`config.mk`:
```
export PLATFORM = sky130hd
export DESIGN_NAME = mem_port_arbiter_flat
export DESIGN_NICKNAME = d
export VERILOG_FILES = /design/src/rtl/mem_port_arbiter_if.sv /design/src/rtl/mem_port_arbiter.sv /design/src/flat_wrapper.sv
export SDC_FILE = /design/constraint.sdc
export NUM_CORES = 1
export LEC_CHECK = 0
export CAP_MARGIN = 5
export CORE_UTILIZATION = 46
export DETAILED_ROUTE_END_ITERATION = 10
export GPL_TIMING_DRIVEN = 0
export PLACE_DENSITY = 0.87
export SETUP_SLACK_MARGIN = 0.05
export SLEW_MARGIN = 20
export SYNTH_ARGS = -nofsm -noshare
export SYNTH_HDL_FRONTEND = slang
export SYNTH_SLANG_ARGS = --single-unit
```
`constraint.sdc`:
```
create_clock -name clk1 -period 2.8 [get_ports clk1]
set_input_delay 0.84 -clock clk1 [delete_from_list [all_inputs] [get_ports clk1]]
set_output_delay 0.84 -clock clk1 [all_outputs]
set_load 0.005 [all_outputs]
```
`src/rtl/mem_port_arbiter_if.sv`:
```
// Bus bundle between the IF/MEM-stage requesters, the word memory and mem_port_arbiter.
// The slave modport is the arbiter's view; the master modport is the requester/memory side.
interface mem_port_arbiter_if #(
    parameter int AW = 10,
    parameter int DW = 32
);
    logic          i_req;
    logic [AW-1:0] i_addr;
    logic          i_ack;
    logic [DW-1:0] i_rdata;

    logic          d_req;
    logic          d_we;
    logic [AW-1:0] d_addr;
    logic [DW-1:0] d_wdata;
    logic          d_ack;
    logic [DW-1:0] d_rdata;

    logic          m_en;
    logic          m_we;
    logic [AW-1:0] m_addr;
    logic [DW-1:0] m_wdata;
    logic [DW-1:0] m_rdata;

    logic          busy;
    logic          owner;

    modport slave (
        input  i_req, i_addr, d_req, d_we, d_addr, d_wdata, m_rdata,
        output i_ack, i_rdata, d_ack, d_rdata, m_en, m_we, m_addr, m_wdata, busy, owner
    );

    modport master (
        output i_req, i_addr, d_req, d_we, d_addr, d_wdata, m_rdata,
        input  i_ack, i_rdata, d_ack, d_rdata, m_en, m_we, m_addr, m_wdata, busy, owner
    );
endinterface

```
`src/rtl/mem_port_arbiter.sv`:
```
// Single-port memory arbiter for the instruction-fetch (I) and load/store (D) ports.
// D has fixed priority; a starvation counter forces an I grant after STARVE_MAX losses.
module mem_port_arbiter #(
    parameter int AW         = 10,
    parameter int DW         = 32,
    parameter int MEM_LAT    = 1,
    parameter int STARVE_MAX = 4
) (
    input  logic                clk1,
    input  logic                rst_n,
    mem_port_arbiter_if.slave   bus
);
    typedef enum logic [1:0] {IDLE, WAIT, RESP} state_t;

    state_t        state;
    logic [2:0]    lat;
    logic [3:0]    starve;

    logic          i_ack_q;
    logic          d_ack_q;
    logic [DW-1:0] i_rdata_q;
    logic [DW-1:0] d_rdata_q;
    logic          m_en_q;
    logic          m_we_q;
    logic [AW-1:0] m_addr_q;
    logic [DW-1:0] m_wdata_q;
    logic          busy_q;
    logic          owner_q;

    logic          grant_i;

    // I wins only when D is absent or I has lost STARVE_MAX arbitrations in a row.
    assign grant_i = bus.i_req && (!bus.d_req || (starve == 4'(STARVE_MAX)));

    always_ff @(posedge clk1 or negedge rst_n) begin
        if (!rst_n) begin
            state     <= IDLE;
            lat       <= '0;
            starve    <= '0;
            i_ack_q   <= 1'b0;
            d_ack_q   <= 1'b0;
            i_rdata_q <= '0;
            d_rdata_q <= '0;
            m_en_q    <= 1'b0;
            m_we_q    <= 1'b0;
            m_addr_q  <= '0;
            m_wdata_q <= '0;
            busy_q    <= 1'b0;
            owner_q   <= 1'b0;
        end else begin
            // NOTE: pulse outputs default low every edge so each branch only raises them for one cycle.
            m_en_q  <= 1'b0;
            i_ack_q <= 1'b0;
            d_ack_q <= 1'b0;

            case (state)
                IDLE: begin
                    if (bus.i_req || bus.d_req) begin
                        state  <= WAIT;
                        lat    <= 3'(MEM_LAT);
                        m_en_q <= 1'b1;
                        busy_q <= 1'b1;
                        if (grant_i) begin
                            owner_q  <= 1'b0;
                            m_we_q   <= 1'b0;
                            m_addr_q <= bus.i_addr;
                            starve   <= '0;
                        end else begin
                            owner_q   <= 1'b1;
                            m_we_q    <= bus.d_we;
                            m_addr_q  <= bus.d_addr;
                            m_wdata_q <= bus.d_wdata;
                            // D can only beat a pending I while starve < STARVE_MAX, so this saturates.
                            starve    <= bus.i_req ? starve + 4'd1 : 4'd0;
                        end
                    end else begin
                        starve <= '0;
                    end
                end

                WAIT: begin
                    lat <= lat - 3'd1;
                    if (lat == 3'd1) begin
                        state <= RESP;
                        if (!owner_q) begin
                            i_ack_q   <= 1'b1;
                            i_rdata_q <= bus.m_rdata;
                        end else begin
                            d_ack_q <= 1'b1;
                            if (!m_we_q) d_rdata_q <= bus.m_rdata;
                        end
                    end
                end

                RESP: begin
                    state  <= IDLE;
                    busy_q <= 1'b0;
                end

                default: state <= IDLE;
            endcase
        end
    end

    assign bus.i_ack   = i_ack_q;
    assign bus.d_ack   = d_ack_q;
    assign bus.i_rdata = i_rdata_q;
    assign bus.d_rdata = d_rdata_q;
    assign bus.m_en    = m_en_q;
    assign bus.m_we    = m_we_q;
    assign bus.m_addr  = m_addr_q;
    assign bus.m_wdata = m_wdata_q;
    assign bus.busy    = busy_q;
    assign bus.owner   = owner_q;
endmodule

```
`src/flat_wrapper.sv`:
```
// flat-port wrapper written by rule: the top's interface ports become plain ports
module mem_port_arbiter_flat 
#(
    parameter int AW         = 10,
    parameter int DW         = 32,
    parameter int MEM_LAT    = 1,
    parameter int STARVE_MAX = 4
)
  (clk1, rst_n, bus_i_req, bus_i_addr, bus_d_req, bus_d_we, bus_d_addr, bus_d_wdata, bus_m_rdata, bus_i_ack, bus_i_rdata, bus_d_ack, bus_d_rdata, bus_m_en, bus_m_we, bus_m_addr, bus_m_wdata, bus_busy, bus_owner);
  mem_port_arbiter_if #(.AW(AW), .DW(DW)) bus_i ();
  input  logic clk1;
  input  logic rst_n;
  input wire logic [$bits(bus_i.i_req)-1:0] bus_i_req;
  input wire logic [$bits(bus_i.i_addr)-1:0] bus_i_addr;
  input wire logic [$bits(bus_i.d_req)-1:0] bus_d_req;
  input wire logic [$bits(bus_i.d_we)-1:0] bus_d_we;
  input wire logic [$bits(bus_i.d_addr)-1:0] bus_d_addr;
  input wire logic [$bits(bus_i.d_wdata)-1:0] bus_d_wdata;
  input wire logic [$bits(bus_i.m_rdata)-1:0] bus_m_rdata;
  output wire logic [$bits(bus_i.i_ack)-1:0] bus_i_ack;
  output wire logic [$bits(bus_i.i_rdata)-1:0] bus_i_rdata;
  output wire logic [$bits(bus_i.d_ack)-1:0] bus_d_ack;
  output wire logic [$bits(bus_i.d_rdata)-1:0] bus_d_rdata;
  output wire logic [$bits(bus_i.m_en)-1:0] bus_m_en;
  output wire logic [$bits(bus_i.m_we)-1:0] bus_m_we;
  output wire logic [$bits(bus_i.m_addr)-1:0] bus_m_addr;
  output wire logic [$bits(bus_i.m_wdata)-1:0] bus_m_wdata;
  output wire logic [$bits(bus_i.busy)-1:0] bus_busy;
  output wire logic [$bits(bus_i.owner)-1:0] bus_owner;
  assign bus_i.i_req = bus_i_req;
  assign bus_i.i_addr = bus_i_addr;
  assign bus_i.d_req = bus_d_req;
  assign bus_i.d_we = bus_d_we;
  assign bus_i.d_addr = bus_d_addr;
  assign bus_i.d_wdata = bus_d_wdata;
  assign bus_i.m_rdata = bus_m_rdata;
  assign bus_i_ack = bus_i.i_ack;
  assign bus_i_rdata = bus_i.i_rdata;
  assign bus_d_ack = bus_i.d_ack;
  assign bus_d_rdata = bus_i.d_rdata;
  assign bus_m_en = bus_i.m_en;
  assign bus_m_we = bus_i.m_we;
  assign bus_m_addr = bus_i.m_addr;
  assign bus_m_wdata = bus_i.m_wdata;
  assign bus_busy = bus_i.busy;
  assign bus_owner = bus_i.owner;
  mem_port_arbiter #(.AW(AW), .DW(DW), .MEM_LAT(MEM_LAT), .STARVE_MAX(STARVE_MAX)) u_core (.clk1(clk1), .rst_n(rst_n), .bus(bus_i));
endmodule
```
==> results_dict.tcl <==
set metrics [dict create \
    status "finished, final reports clean" \
    worstMarginPinSlew_ps 517 \
    cts.path.max_buffers 2 \
    dieHeight_um 104 \
    drt_iter0_drc 197 \
    dieArea_um2 10800 \
    antenna_found_initial 0 \
    top_layer "met4" \
    hold_path.class "in -> async" \
    syn_nets 420 \
    wl_um 12200 \
    startpoint_type "flop" \
    synth_xor_area_frac 0.00183 \
    worst_hold_slack_ps 285 \
    setup_slack_ps 513 \
    cts_buffers 17 \
    drive_gt1_frac 0.252 \
    grt_max_degree 69 \
    synth_fa_ha_area_frac 0.0104 \
    drtPass1Iterations 4 \
    maxSlewHeadroom 0.655 \
    hold_buffers 0 \
    end_kind "output port" \
    yosys_warnings 0 \
    die_w_um 104 \
    htreeDepth 4 \
    path_class "reg -> out" \
    period_minus_slack_ps 2290 \
    grt_pass1_vias 3909 \
    synth_top_family_by_area "multiplexers" \
    rows 36 \
    ioPinCount 201 \
    synth_simple_gate_area_share 0.0556 \
    maxCapViolCount 0 \
    fin_skew_ps 6.83 \
    nNetsFinal 640 \
    crit_fanout 4 \
    antennaDiodeCount 0 \
    critPathBufInv 1 \
    synthArstFlopShare 1.00 \
    clkTransAtPathRegs_ps 50 \
    post-cts-setup-buffers 0 \
    io_buffers 200 \
    finalHoldViolCount 0 \
    crit_family "buffers and inverters" \
    synth_edf_count 0 \
    wl_met3_um 1200 \
    fin_area_um2 7630 \
    initial_core_util 0.481 \
    syn-instance-count 327 \
    wire_per_inst_um 17.6 \
    ant_nets 0 \
    synthesis.area_um2 4790 \
    r2r_slack_ps 950 \
    synthMuxAreaShare 0.228 \
    place_area_um2 6990 \
    drc 0 \
    avgSynthCellArea_um2 14.7 \
    via_per_inst 5.18 \
    numClockSinks 121 \
    vias 3584 \
    cts_tree "built" \
    core_um2 9950 \
    gp_congestion 0.755 \
    p_leak_nw 3.20 \
    final.setup.tns_ps 0 \
    worstPathArrival_ps 1450 \
    synth_flop_cell "dfrtp_1" \
    ys_ff_latch 121 \
    nFillCells 601 \
    cts_root_buf "clkbuf_8" \
    synth.distinct_cells 29 \
    grt_overflow 0 \
    path_cells "clkdlybuf4s50_1" \
    fin_util 0.766 \
    worstPathRequired_ps 1960 \
    cts_resized 0 \
    grt_first_pass_wirelength_um 20000 \
    slew_viol_final 0 \
    pwr_density_cell_nw_per_um2 1200 \
    grt_setup_unrepaired "no" \
    crit_path_top_delay_cell "clkdlybuf4s50_1" \
    worstReg2RegEnd "u_core.bus.m_wdata[29]" \
    grt_usage 0.242 \
    clkLatencyLatePin_ps 510 \
    areaGrowthSynthToFinish_pct 59.2 \
    wl_met2_um 6240 \
    period_share 0.817 \
    setup_viol 0 \
    ff2ff_path_depth 6 \
    place_ws_ps 225 \
    synth_compound_area_frac 0.0360 \
    r2r-start "u_core.starve[1]" \
    crit_path_max_incr_delay_ps 550 \
    ir_drop_v 0.000587 \
    ys_seq_area_frac 0.632 \
    hpwl_um 8830 \
    wl_met1_um 4540 \
    fmax_mhz 437 \
]
[flip-flops by register name, indices dropped and copies added (netlist names)]
| name | count |
|---|---|
| u_core.bus.m_wdata | 32 |
| u_core.bus.i_rdata | 32 |
| u_core.state | 2 |
| u_core.bus.d_rdata | 32 |
| u_core.bus.i_ack | 1 |
| u_core.lat | 3 |
| u_core.bus.owner | 1 |
| u_core.bus.m_addr | 10 |
| u_core.bus.m_we | 1 |
| u_core.bus.m_en | 1 |
| u_core.bus.d_ack | 1 |
| u_core.starve | 4 |
| u_core.bus.busy | 1 |
[synthesized netlist by cell type, types with 2 or more instances]
library cell,n,share of area
clkbuf_1,6,0.0047
o21ai_0,8,0.0084
dfrtp_1,121,0.63
inv_1,19,0.015
o22ai_1,2,0.0026
nand3b_1,2,0.0031
buf_2,7,0.0073
mux2_1,4,0.0094
o311ai_0,2,0.0037
nand3_2,2,0.0042
buf_6,4,0.0094
ha_1,4,0.010
nand4_1,12,0.016
o221ai_1,10,0.018
and2_1,3,0.0039
mux2_2,92,0.22
nand3_1,13,0.014
nand2_1,5,0.0039
[cells by family (layout without fill, tap and decap cells)]
family	Yosys count	after routing
buf+inv	36	268
xor+xnor	1	1
flops	121	121
compound gates	24	24
fa+ha+maj	4	4
simple gates	44	44
mux	97	97
[how the worst max path moves through the flow]
stage | start | endpoint | slack (ps) | cells after the start
6_report | u_core.bus.owner | bus_owner | 510 | 1
5_1_grt | u_core.bus.owner | bus_owner | 450 | 1
4_1_cts | u_core.bus.owner | bus_owner | 470 | 1
3_5_place_dp | bus_i_req | u_core.bus.m_wdata[29] | 230 | 5
3_3_place_gp | rst_n | u_core.bus.m_wdata[14] | -3660 | 1
2_1_floorplan | bus_i_req | u_core.bus.m_wdata[10] | 990 | 4
[power by group]
| part | switching [W] | internal (W) |
|---|---|---|
| sequential | 0.000480 | 0.00263 |
| combinational | 0.00127 | 0.00241 |
| clock | 0.000755 | 0.00158 |
| total | 0.00250 | 0.00662 |
[per-layer routing]
layer,track usage,up-vias
met5,0,-
met4,0.0908,0
met3,0.100,20
met2,0.416,196
met1,0.266,1757
li1,-,1611
[cell usage in the layout (no fill, tap or decap), types with 5 or more instances in the layout]
cell type,netlist,routed
o21ai_0,8,8
inv_1,19,19
buf_6,4,5
clkdlybuf4s50_1,0,199
o221ai_1,10,10
nand2_1,5,5
nand3_1,13,13
nand4_1,12,12
buf_2,7,7
mux2_2,92,92
clkbuf_16,0,16
dfrtp_1,121,121
bufinv_16,0,5
clkbuf_1,6,7
[metrics by stage]
step	total power [W]	cells
floorplan	0.00458	327
global placement	0.00664	660
detailed placement	0.00682	661
CTS	0.00922	692
global route	0.00963	692
finish	0.00912	692
[area by class of cell]
class                   instances  area [µm²]  share of cell area
flip-flops and latches        121        3030               0.397
repair buffers                201        2030               0.266
multi-input cells             170        1590               0.208
clock buffers                  20         445              0.0584
clock inverters                11         195              0.0256
well taps                     133         166              0.0218
plain buffers                  17         103              0.0134
inverters                      19        71.3             0.00935
Power figures use the tool's default switching activity.
